**src/rtl/dcfeb_link_pkg.sv**
```systemverilog
// Shared constants, state encoding and PRBS-15 step function for the DCFEB
// comparator optical link (used by both the TX framer and the OTMB receiver).
package dcfeb_link_pkg;

    localparam logic [7:0]  COMMA_K28_5   = 8'hBC;
    localparam logic [7:0]  HDR_DATA_DEF  = 8'h50;
    localparam logic [7:0]  HDR_FC_DEF    = 8'hFC;
    localparam logic [7:0]  HDR_START_DEF = 8'hB7;
    localparam logic [47:0] START_PAT_DEF = 48'hC3C3_5A5A_A5A5;
    localparam logic [14:0] PRBS_SEED     = 15'h7FFF;

    typedef enum logic [1:0] {
        ST_IDLE  = 2'd0,
        ST_START = 2'd1,
        ST_RUN   = 2'd2
    } link_state_t;

    typedef struct packed {
        logic [14:0] state;
        logic [15:0] word;
    } prbs_step_t;

    // Sixteen serial steps of x^15+x^14+1; the first generated bit lands in
    // word[15], the last in word[0].
    function automatic prbs_step_t prbs15_step16(input logic [14:0] s);
        prbs_step_t  r;
        logic [14:0] st;
        logic        nb;
        st     = s;
        r.word = '0;
        for (int i = 15; i >= 0; i--) begin
            nb        = st[14] ^ st[13];
            st        = {st[13:0], nb};
            r.word[i] = nb;
        end
        r.state = st;
        return r;
    endfunction

endpackage

```
**src/rtl/prbs15_gen16.sv**
```systemverilog
// 16-bit parallel PRBS-15 generator: word is valid combinationally from the
// current LFSR state; adv moves to the next 16 bits, load reseeds.
module prbs15_gen16
    import dcfeb_link_pkg::*;
(
    input  logic        clock,
    input  logic        rst_n,
    input  logic        load,
    input  logic        adv,
    output logic [15:0] word
);

    logic [14:0] lfsr;
    prbs_step_t  step;

    // Next 16 bits and the LFSR state that follows them.
    always_comb begin
        step = prbs15_step16(lfsr);
    end

    assign word = step.word;

    // LFSR register: reseed has priority over advance, otherwise hold.
    always_ff @(posedge clock or negedge rst_n) begin
        if (!rst_n) begin
            lfsr <= PRBS_SEED;
        end else if (load) begin
            lfsr <= PRBS_SEED;
        end else if (adv) begin
            lfsr <= step.state;
        end
    end

endmodule

```
**src/rtl/gtx_comp_frame_tx.sv**
```systemverilog
// DCFEB comparator link TX framer: four 16-bit words per BX (comma/header
// word then three payload words) on the 160 MHz GTX word clock.
//
// Handshake: dat_ack is a strobe with no backpressure. It is high during the
// cycle whose closing clock edge samples comp_dat; the source must present
// valid comp_dat in that cycle. It only fires in RUN, once per frame.
module gtx_comp_frame_tx
    import dcfeb_link_pkg::*;
#(
    parameter int unsigned START_FRAMES = 64,
    parameter logic [7:0]  HDR_DATA     = HDR_DATA_DEF,
    parameter logic [7:0]  HDR_FC       = HDR_FC_DEF,
    parameter logic [7:0]  HDR_START    = HDR_START_DEF,
    parameter logic [47:0] START_PAT    = START_PAT_DEF
) (
    input  logic        clock,
    input  logic        rst_n,
    input  logic        tx_ready,
    input  logic        tx_enable,
    input  logic        prbs_en,
    input  logic        fc_req,
    input  logic        inj_err,
    input  logic [47:0] comp_dat,
    output logic        dat_ack,
    output logic [15:0] tx_data,
    output logic [1:0]  tx_charisk,
    output logic        frame_start,
    output logic        run,
    output logic [15:0] frame_count
);

    localparam logic [7:0] START_LAST = 8'(START_FRAMES - 1);

    logic [1:0]  phase;
    link_state_t state, state_next;
    logic [7:0]  start_cnt, start_cnt_next;
    logic [47:0] hold;
    logic        prbs_q, fc_pend, err_pend, frame_err;
    logic        run_word0, prbs_load, prbs_adv;
    logic [15:0] prbs_word, payload_word, word;
    logic [7:0]  hdr;
    logic [1:0]  charisk;

    function automatic logic [15:0] payload_slice(input logic [47:0] p, input logic [1:0] ph);
        case (ph)
            2'd1:    return p[15:0];
            2'd2:    return p[31:16];
            2'd3:    return p[47:32];
            default: return 16'h0000;
        endcase
    endfunction

    assign run_word0 = (state == ST_RUN) && (phase == 2'd0);
    assign prbs_adv  = (state == ST_RUN) && prbs_q && (phase != 2'd0);
    assign prbs_load = (phase == 2'd3) && (state == ST_RUN) && (state_next != ST_RUN);

    prbs15_gen16 u_prbs (
        .clock (clock),
        .rst_n (rst_n),
        .load  (prbs_load),
        .adv   (prbs_adv),
        .word  (prbs_word)
    );

    // FSM state register and start-frame counter.
    always_ff @(posedge clock or negedge rst_n) begin
        if (!rst_n) begin
            state     <= ST_IDLE;
            start_cnt <= 8'd0;
        end else begin
            state     <= state_next;
            start_cnt <= start_cnt_next;
        end
    end

    // Next state: only decided on the last word of a frame so frames never split.
    always_comb begin
        state_next     = state;
        start_cnt_next = start_cnt;
        if (phase == 2'd3) begin
            if (!(tx_ready && tx_enable)) begin
                state_next     = ST_IDLE;
                start_cnt_next = 8'd0;
            end else begin
                case (state)
                    ST_IDLE: state_next = ST_START;
                    ST_START: begin
                        if (start_cnt == START_LAST) begin
                            state_next     = ST_RUN;
                            start_cnt_next = 8'd0;
                        end else begin
                            start_cnt_next = start_cnt + 8'd1;
                        end
                    end
                    default: ;
                endcase
            end
        end
    end

    // Phase, BX data capture, per-frame mode flags and sticky requests.
    always_ff @(posedge clock or negedge rst_n) begin
        if (!rst_n) begin
            phase       <= 2'd0;
            frame_count <= 16'd0;
            hold        <= 48'd0;
            prbs_q      <= 1'b0;
            fc_pend     <= 1'b0;
            err_pend    <= 1'b0;
            frame_err   <= 1'b0;
        end else begin
            phase    <= phase + 2'd1;
            // A request arriving while word0 is being built waits for the next frame.
            fc_pend  <= (fc_pend  && !run_word0) || fc_req;
            err_pend <= (err_pend && !run_word0) || inj_err;
            if (phase == 2'd0) begin
                frame_err <= run_word0 && err_pend;
            end
            if (run_word0) begin
                frame_count <= frame_count + 16'd1;
            end
            if (phase == 2'd3) begin
                prbs_q <= prbs_en;
                if (state == ST_RUN) begin
                    hold <= comp_dat;
                end
            end
        end
    end

    // Word for the current phase, selected by the state of this frame.
    always_comb begin
        hdr          = 8'h00;
        payload_word = 16'h0000;
        word         = 16'h0000;
        charisk      = 2'b00;
        case (state)
            ST_START: begin
                hdr          = HDR_START;
                payload_word = payload_slice(START_PAT, phase);
            end
            ST_RUN: begin
                hdr          = fc_pend ? HDR_FC : HDR_DATA;
                payload_word = prbs_q ? prbs_word : payload_slice(hold, phase);
            end
            default: ;
        endcase
        if (phase == 2'd0) begin
            word    = {hdr, COMMA_K28_5};
            charisk = 2'b01;
        end else if (phase == 2'd1) begin
            word = payload_word ^ {15'd0, frame_err};
        end else begin
            word = payload_word;
        end
    end

    // Registered GTX-facing outputs, aligned with the word on tx_data.
    always_ff @(posedge clock or negedge rst_n) begin
        if (!rst_n) begin
            tx_data     <= {8'h00, COMMA_K28_5};
            tx_charisk  <= 2'b01;
            frame_start <= 1'b0;
            dat_ack     <= 1'b0;
            run         <= 1'b0;
        end else begin
            tx_data     <= word;
            tx_charisk  <= charisk;
            frame_start <= (phase == 2'd0);
            dat_ack     <= (state == ST_RUN) && (phase == 2'd2);
            run         <= (state == ST_RUN);
        end
    end

endmodule

```
**config.mk**
```make
export PLATFORM = sky130hd
export DESIGN_NAME = gtx_comp_frame_tx
export DESIGN_NICKNAME = d
export VERILOG_FILES = /design/src/rtl/dcfeb_link_pkg.sv /design/src/rtl/prbs15_gen16.sv /design/src/rtl/gtx_comp_frame_tx.sv
export SDC_FILE = /design/constraint.sdc
export NUM_CORES = 1
export LEC_CHECK = 0
export CORE_ASPECT_RATIO = 0.7
export CORE_MARGIN = 2
export CORE_UTILIZATION = 55
export CTS_BUF_LIST = sky130_fd_sc_hd__clkbuf_4
export DETAILED_ROUTE_END_ITERATION = 16
export MAX_ROUTING_LAYER = met4
export PLACE_DENSITY_LB_ADDON = 0.08
export SLEW_MARGIN = 10
export SYNTH_ARGS = -nofsm -noshare
export SYNTH_HDL_FRONTEND = slang
export SYNTH_HIERARCHICAL = 1
export SYNTH_SLANG_ARGS = --single-unit
```
**constraint.sdc**
```tcl
create_clock -name clock -period 2.5 [get_ports clock]
set_input_delay 0.25 -clock clock [delete_from_list [all_inputs] [get_ports clock]]
set_output_delay 0.25 -clock clock [all_outputs]
set_load 0.01 [all_outputs]
```
==> flow_summary_export.csv, run 1 <==
group,metric,value,unit
sta,layout_min_cycle_time,2.23,ns
drt,drt_wl_total,12300,µm
yosys,synth_warnings,6,
sta,final_max_slew_viol_count,0,
yosys,async_flop_share,1.00,
critical_path,critPathLaunchType,"flop",
grt,grt_pass1_wl,19800,µm
critical_path,cpPeakStageDelay,0.56,ns
yosys,ys.flop_type,"dfrtp_1",
cells_and_area,postLayoutCoreUtil,0.699,
cts,cts_setup_buffers,0,
yosys,synth.area.top_cells,"dfrtp_1, mux2_2, dfstp_2",
power,power.internal,2860,µW
cts,clockRootBuffer,"clkbuf_4",
yosys,syn-num-nets,507,
floorplan,die_x,122,µm
power,p_leak,0.00280,µW
grt,first_global_vias,3734,
sta,fmax,448,MHz
sta,hold_violations,0,
drt,drt_iter0_drc,397,
power,ir_worst_vdd,0.362,mV
cts,cts_buffer_depth,2,
yosys,synth_cell_types,51,
yosys,yosysTopAreaCell,"dfrtp_1",
grt,antenna_found_initial,0,
drt,via_count,3842,
drt,drc_errors,0,
power,p_switching,834,µW
yosys,synth_edf_count,0,
critical_path,criticalPathCategory,"flop to flop",
yosys,yosysMostFrequentCell,"dfrtp_1",
sta,slew_headroom,0.533,
sta,rsz0062_at_grt,"false",
yosys,synth_top_area_frac,0.442,
run_status,status,"complete, no violations",
yosys,synth_commonest_cells,"dfrtp_1, mux2_2, nor2_1, xor2_1, dfstp_2",
cts,cts_tree,"built",
cells_and_area,layout-drive-gt1-share,0.232,
cts,clk-insertion-delay-late,0.52,ns
power,power_frac_comb,0.065,
floorplan,die_area,0.0105,mm²
sta,period_share,0.893,
power,power.density,551,mW/mm²
yosys,ys_seq_elements,115,
floorplan,die_height,86.3,µm
sta,setup_viol,0,
floorplan,ios,92,
grt,grt_max_degree,55,
cts,cts_buffers,17,
power,p_clk_frac,0.410,
grt,grt_remaining_overflow,0,
grt,gr-usage-all-layers,0.259,
critical_path,endpoint_kind,"flop",
worst_hold_path,hold_class,"input port to asynchronous set/reset pin",
cells_and_area,area_delta_synth_final,25.7,%
yosys,seq_area_frac_synth,0.545,
power,swShare,0.226,
drt,drtPass1Iterations,6,
placed_design,io_buffer_count,90,
placed_design,post-dp-hpwl,8760,µm
cells_and_area,diodes,0,
cts,path_clk_slew,0.11,ns
yosys,syn_avg_cell_area,12.0,µm²
drt,ant_nets,0,
critical_path,worst_ep_arrival_time,2.66,ns
sta,setup-tns-final,0,ns
drt,routedWlPerCell,18.2,µm
cts,htree_levels,4,
sta,skew,0.0216,ns
floorplan,start_util,0.556,
drt,routed_via_density,5.65,
placed_design,finalWeightedCongestion,0.842,
floorplan,num_rows,30,
critical_path,cp.required,2.93,ns
critical_path,crit_fanout,17,
floorplan,core_area,0.00957,mm²
critical_path,path_cells,"inv_1 -> ha_1 -> nand4_1 -> a2bb2oi_1 -> o22ai_1 -> buf_4 -> a211o_1",
critical_path,cp_slowest_cell,"ha_1",
job,max_cap_violations,0,
sta,worst_slew_pin_slew,0.701,ns
power,seqPwrFrac,0.524,
cells_and_area,fillers,730,
yosys,syn_inst,442,
cts,clock_sinks,115,
cells_and_area,final_nets,604,
yosys,syn_area,0.00533,mm²
-- layer usage --
metal,vias to the layer above,track usage,routed length [µm]
met5,-,-,0
met4,0,0.0815,80
met3,10,0.0566,725
met2,151,0.366,5530
met1,1896,0.377,6010
li1,1785,-,-
-- final cells by class --
class | instances | area (µm²) | share of cell area
tap | 128 | 160 | 0.0239
timing repair buffer | 106 | 1030 | 0.154
sequential | 115 | 2900 | 0.434
multi-input combinational | 287 | 2240 | 0.334
clock buffer | 20 | 150 | 0.0224
clock inverter | 12 | 163 | 0.0243
inverter | 12 | 45.0 | 0.00673
-- sequential cells by signal (all words and copies together) (netlist names) --
name / cells
dat_ack: 1
err_pend: 1
fc_pend: 1
frame_count: 16
frame_err: 1
frame_start: 1
hold: 48
phase: 2
prbs_q: 1
run: 1
start_cnt: 8
state: 2
tx_charisk: 1
tx_data: 16
u_prbs/lfsr: 15
-- metrics by stage --
stage | hold slack [ns] | cells | worst slack [ns] | power, µW | instance area (µm²)
floorplan | -0.0456 | 442 | 0.588 | 2050 | 5330
global route | 0.275 | 680 | 0.0849 | 3830 | 6690
CTS | 0.230 | 680 | 0.296 | 3720 | 6690
global placement | 0.272 | 647 | 0.444 | 2210 | 6370
detailed placement | 0.276 | 647 | 0.337 | 2210 | 6370
finish | 0.253 | 680 | 0.267 | 3690 | 6690
-- final timing paths --
path                                 startpoint              end  slack [ns]  cells after the start
worst max register to register         state[1]  u_prbs/lfsr[11]        0.27                      7
worst min-delay path                      rst_n     start_cnt[2]        0.25                      2
worst max-delay path                   state[1]  u_prbs/lfsr[11]        0.27                      7
min in group clock                      inj_err         err_pend        0.30                      2
worst min register to register  frame_count[15]  frame_count[15]        0.48                      1
max in group asynchronous                 rst_n  u_prbs/lfsr[11]        1.50                      3
-- logic make-up after synthesis --
kind of cell               count (synthesis)  share of synthesized area
DFF                                      115                      0.545
and+or+nand+nor                          100                      0.103
adders and majority gates                 10                     0.0235
muxes                                     52                      0.110
other                                      1                   0.000704
buffers and inverters                     40                     0.0348
xor gates and xnor gates                  35                     0.0606
AOI/OAI and AO/OA                         89                      0.122
-- cells in the final DEF, fill, tap and decap left out, types with 2 or more instances in the layout --
master	instances
a211o_1	16
a21o_1	3
a21oi_1	17
a222oi_1	16
a22o_1	2
a31oi_1	7
and2_1	5
and3_1	5
buf_4	15
bufinv_16	4
clkbuf_4	20
clkdlybuf4s50_1	89
clkinv_1	3
clkinv_2	3
dfrtp_1	94
dfstp_2	21
ha_1	10
inv_1	12
mux2_2	51
nand2_1	19
nand3_1	5
nand3b_1	3
nand4_1	8
nor2_1	24
nor2b_1	15
nor3_1	5
o21ai_0	13
o22ai_1	5
or2_2	2
xnor2_1	10
xor2_1	24
-- worst max-delay path: cells and delay by family, from the launching register on --
kind | cells | cell delay (ns)
AO/OA/AOI/OAI | 3 | 0.59
adder cells (fa/ha/maj) | 1 | 0.56
flip-flops | 1 | 0.42
buffers and inverters | 2 | 0.36
AND/OR/NAND/NOR | 1 | 0.22
-- power groups by stage --
stage               combinational (µW)  clock [µW]  sequential, µW
finish                             242        1510            1940
detailed placement                 242           0            1970
CTS                                244        1540            1930
floorplan                         85.8           0            1960
global placement                   237           0            1970
global route                       268        1630            1940
-- repair_timing --
item                      CTS  global route
hold endpoints to repair   34             0
gates resized for setup     0             0
hold buffers                1             0
(Power assumes the default switching activity.)
==> run 2: changes to the inputs <==
- CORE_UTILIZATION: 55 -> 50
- clock period: 2.5 -> 1.8 ns (I/O delays scaled with it)
==> run 2 against run 1 <==
The run now ends with negative setup slack left. Setup slack worse by 0.34 ns. Sequential cell count is the same. Count of clock-buffer cells in the layout shrank 1. Utilization barely moved. Critical path type unchanged. Critical endpoint is now u_prbs/lfsr[1].
==> flow_summary_export.csv, run 2 (synthesis results as in run 1) <==
group,metric,value,unit
sta,layout_setup_ws,-0.0775,ns
grt,grt_remaining_overflow,0,
cells_and_area,fillers,753,
drt,drc_errors,0,
power,p_switching,1140,µW
sta,slew_headroom,0.576,
run_status,status,"complete, but fails checks",
cts,cts_tree,"built",
floorplan,die_x,127,µm
cells_and_area,diodes,0,
sta,hold_violations,0,
cells_and_area,final_nets,649,
cts,clockRootBuffer,"clkbuf_4",
cells_and_area,multi_input_area,0.00239,mm²
worst_hold_path,hold_class,"input port to flop",
power,power_frac_comb,0.075,
power,power.internal,3680,µW
cells_and_area,largestRegisters,"hold x48, frame_count x16, tx_data x16",
placed_design,post-dp-hpwl,9220,µm
power,swShare,0.236,
power,seqPwrFrac,0.557,
floorplan,die_area,0.0115,mm²
critical_path,critPathLaunchType,"flop",
cells_and_area,finalInstanceArea,0.00724,mm²
floorplan,die_height,90.3,µm
sta,rsz0062_at_grt,"true",
floorplan,core_area,0.0104,mm²
grt,gr-usage-all-layers,0.243,
drt,drt_wl_total,13100,µm
drt,routed_via_density,5.62,
cts,path_clk_slew,0.11,ns
cells_and_area,final_common_cell,"dfrtp_1",
floorplan,num_rows,31,
cts,htree_levels,4,
cts,clk-insertion-delay-late,0.51,ns
power,ir_worst_vdd,0.416,mV
critical_path,worst_ep_arrival_time,2.31,ns
cells_and_area,layout-drive-gt1-share,0.343,
floorplan,start_util,0.514,
critical_path,endpoint_kind,"flop",
cells_and_area,area_delta_synth_final,36.0,%
critical_path,crit_fanout,7,
sta,layout_min_cycle_time,1.88,ns
drt,routedWlPerCell,18.0,µm
sta,skew,0.0180,ns
critical_path,criticalPathCategory,"flop to flop",
critical_path,cp.required,2.23,ns
power,p_leak,0.00303,µW
cells_and_area,largest_register_ffs,48,
cells_and_area,postLayoutCoreUtil,0.699,
drt,ant_nets,0,
sta,period_share,1.04,
grt,grt_pass1_wl,20800,µm
cells_and_area,regArea,0.00292,mm²
floorplan,ios,92,
drt,via_count,4100,
cts,clock_sinks,115,
job,max_cap_violations,0,
placed_design,placed_cell_area,0.00667,mm²
sta,final_max_slew_viol_count,0,
cts,cts_buffer_depth,2,
power,p_clk_frac,0.368,
placed_design,io_buffer_count,90,
run_status,violations,"negative setup slack",
cells_and_area,top_register,"hold",
grt,first_global_vias,4028,
sta,fmax,533,MHz
drt,drtPass1Iterations,6,
sta,worst_slew_pin_slew,0.636,ns
sta,setup_viol,15,
grt,grt_max_degree,116,
placed_design,finalWeightedCongestion,0.869,
cts,cts_buffers,17,
cells_and_area,layout_common_cells,"dfrtp_1, clkdlybuf4s50_1, mux2_2",
grt,antenna_found_initial,0,
power,power.density,665,mW/mm²
drt,drt_iter0_drc,302,
==> run 2: path summary, 6_finish.rpt <==
kind                            startpoint         endpoint  slack, ns  cells past startpoint
setup / recovery              start_cnt[0]   u_prbs/lfsr[1]      -0.08                      8
hold / removal                      fc_req          fc_pend       0.22                      2
setup reg to reg              start_cnt[0]   u_prbs/lfsr[1]      -0.08                      8
hold reg to reg            frame_count[15]  frame_count[15]       0.47                      1
max in group asynchronous            rst_n   frame_count[0]       1.00                      3
min in group asynchronous            rst_n         hold[10]       0.25                      3
==> run 2: metal layers <==
metal	up-vias	wire (µm)	global-route usage
met5	-	0	-
met4	0	106	0.0586
met3	8	798	0.0687
met2	129	6050	0.351
met1	2081	6170	0.341
li1	1882	-	-
==> run 2: cell type report <==
type,count,area share
inverter,12,0.00622
multi-input combinational,287,0.330
sequential,115,0.403
clock inverter,13,0.0164
clock buffer,19,0.0197
timing repair buffer,151,0.202
tap,132,0.0228
==> run 2: power by group through the flow <==
stage,registers [µW],logic [µW],clock network (µW)
after CTS,2680,357,1830
after global placement,2730,347,0
after global routing,2690,396,1940
final,2680,361,1770
after detailed placement,2730,353,0
after floorplan,2720,124,0
==> run 2: critical path, cell delays in order, from the launching register on <==
cell and delay [ns]:
dfrtp_1 0.36, ha_2 0.18, and4bb_2 0.26, a21boi_2 0.07, o311ai_2 0.28, buf_4 0.17, o22ai_4 0.09, clkbuf_16 0.17
a211o_1 0.23
==> run 2: timing repair <==
action,4_1_cts,5_1_grt
setup endpoints to repair,35,51
buffers inserted,2,11
gates cloned,0,1
hold buffers,1,0
hold endpoints to repair,94,0
pin swaps,2,14
resized for setup,9,43
==> run 2: stage by stage <==
step                      setup WS [ns]  total power (µW)  hold slack, ns  TNS (ns)  instances
after global placement           -0.170              3080           0.310     -2.93        683
after detailed placement         -0.273              3080           0.309     -4.75        683
after global routing             -0.133              5030           0.184     -2.01        729
final                           -0.0775              4820           0.225    -0.907        729
after floorplan                 0.00766              2850          -0.116         0        442
after CTS                       -0.0571              4870           0.186    -0.286        718
==> run 3: changes to the inputs <==
- HOLD_SLACK_MARGIN: unset -> 0.03
- REMOVE_ABC_BUFFERS: unset -> 1
==> run 3 against run 2 <==
The run still ends with negative setup slack left. Count of clock-buffer cells in the layout decreased by 1. Hold slack got worse by 0.11 ns. Sequential share of layout area decreased by 0.57 points. Sequential cell count unchanged. Non-clock buffer count increased by 2. Sequential power about the same. Die area unchanged. Critical path type unchanged.
==> flow_summary_export.csv, run 3 (synthesis results as in run 1) <==
group,metric,value,unit
critical_path,cpPeakStageDelay,0.39,ns
sta,skew,0.0139,ns
cells_and_area,largestRegisters,"hold x48, frame_count x16, tx_data x16",
run_status,status,"complete, but fails checks",
sta,hold_slack,0.118,ns
sta,rsz0062_at_grt,"true",
sta,period_share,1.02,
critical_path,endpoint_kind,"flop",
placed_design,pre_cts_slack,-0.179,ns
cts,path_clk_slew,0.12,ns
critical_path,worst_ep_arrival_time,2.30,ns
cts,htree_levels,4,
critical_path,crit_fanout,8,
cells_and_area,largest_register_ffs,48,
critical_path,cp.required,2.26,ns
critical_path,r2r-end,"u_prbs/lfsr[6]",
cells_and_area,top_register,"hold",
drt,ant_nets,0,
grt,antenna_found_initial,0,
drt,drtPass1Iterations,5,
cts,clock_sinks,115,
cells_and_area,final_common_cell,"dfrtp_1",
grt,grt_pass1_wl,21200,µm
placed_design,placed_cell_area,0.00669,mm²
floorplan,die_area,0.0115,mm²
cells_and_area,final_nets,651,
placed_design,io_buffer_count,90,
placed_design,finalWeightedCongestion,0.832,
cells_and_area,layout-drive-gt1-share,0.354,
cells_and_area,area_delta_synth_final,37.9,%
critical_path,r2r_start,"start_cnt[1]",
cts,cts_buffer_depth,2,
floorplan,core_area,0.0104,mm²
power,power.density,730,mW/mm²
cts,cts_tree,"built",
placed_design,post-dp-hpwl,9240,µm
floorplan,start_util,0.514,
critical_path,r2r_slack,-0.03,ns
job,max_cap_violations,0,
sta,final_max_slew_viol_count,0,
worst_hold_path,hold_class,"input port to asynchronous set/reset pin",
grt,grt_max_degree,41,
sta,hold_violations,0,
sta,layout_setup_ws,-0.0349,ns
cts,clk-insertion-delay-late,0.54,ns
drt,drc_errors,0,
cells_and_area,layout.cells.non_filler,731,
drt,routedWlPerCell,17.9,µm
floorplan,die_height,90.3,µm
drt,routed_via_density,5.60,
sta,setup_viol,15,
cells_and_area,finalInstanceArea,0.00734,mm²
drt,drt_iter0_drc,282,
sta,layout_min_cycle_time,1.83,ns
floorplan,ios,92,
critical_path,path_buf_inv,2,
cells_and_area,layout_common_cells,"dfrtp_1, clkdlybuf4s50_1, mux2_2",
cells_and_area,diodes,0,
grt,first_global_vias,4002,
grt,gr-usage-all-layers,0.248,
critical_path,rr_worst_depth,8,
critical_path,critPathLaunchType,"flop",
drt,drt_wl_total,13100,µm
critical_path,critPathTopFamily,"compound AO/OA/AOI/OAI gates",
critical_path,path_cells,"ha_2 -> and4bb_2 -> buf_4 -> and2_4 -> a2bb2oi_4 -> o22ai_4 -> buf_6 -> a211o_1",
grt,grt_remaining_overflow,0,
cells_and_area,postLayoutCoreUtil,0.709,
critical_path,criticalPathCategory,"flop to flop",
critical_path,cp_slowest_cell,"dfrtp_1",
power,ir_worst_vdd,0.432,mV
run_status,violations,"negative setup slack",
floorplan,num_rows,31,
sta,fmax,545,MHz
placed_design,post-place-cells,684,
cells_and_area,fillers,757,
floorplan,die_x,127,µm
power,p_leak,0.00309,µW
cts,clockRootBuffer,"clkbuf_4",
drt,via_count,4097,
cts,cts_buffers,17,
## run 3: cell types whose count changed in the layout (fill, tap and decap cells not counted), moves of 3 or more
cell	delta
a21oi_1	+4
a21oi_2	-4
buf_4	-4
buf_6	+7
bufinv_16	+3
clkinv_1	-5
clkinv_4	+3
dlygate4sd2_1	+5
dlymetal6s2s_1	-4
ha_2	+3
o21ai_0	-4
## run 3: worst register-to-register path, stage by stage (launching register included)
cell and delay (ns):
dfrtp_1 0.39, ha_2 0.19, and4bb_2 0.26, buf_4 0.12, and2_4 0.15, a2bb2oi_4 0.17
o22ai_4 0.11, buf_6 0.14, a211o_1 0.23
## run 3: repair_timing
item	CTS	global route
pin swaps	8	29
hold buffers	1	0
hold endpoints to repair	96	0
resized for setup	41	30
gates cloned	1	0
setup endpoints to repair	37	40
buffers inserted	7	6
## run 3: area by class of cell
type	instances	area, µm²	share of cell area
repair buffers	153	1490	0.202
inverters	12	45.0	0.00613
multi-input cells	287	2390	0.325
flip-flops and latches	115	2910	0.397
well taps	132	165	0.0225
clock buffers	18	135	0.0184
clock inverters	14	211	0.0288
## run 3: worst max path at each step
| stage | from | endpoint | slack (ns) | cells after the start |
|---|---|---|---|---|
| 3_3_place_gp | phase[0] | tx_data[12] | -0.07 | 7 |
| 5_1_grt | start_cnt[1] | u_prbs/lfsr[6] | -0.13 | 8 |
| 4_1_cts | start_cnt[1] | u_prbs/lfsr[6] | -0.08 | 8 |
| 2_1_floorplan | phase[1] | u_prbs/lfsr[0] | -1.75 | 5 |
| 6_report | start_cnt[1] | u_prbs/lfsr[6] | -0.03 | 8 |
| 3_5_place_dp | start_cnt[1] | u_prbs/lfsr[6] | -0.18 | 8 |
## run 3: routing by layer
layer,global-route usage,routed length [µm]
met5,-,0
met4,0.0641,146
met3,0.0729,801
met2,0.335,5740
met1,0.366,6400
## run 3: metrics by stage
stage	setup TNS, ns	total power, µW
final	-0.299	5360
after global routing	-2.29	5580
after CTS	-1.05	5390
after detailed placement	-3.00	3100
after global placement	-0.982	3080
after floorplan	-72.89	2840
## run 3: where the power goes
group	total [µW]	switching (µW)	internal, µW
logic	379	159	220
clock network	2300	1050	1250
registers	2680	35.9	2650
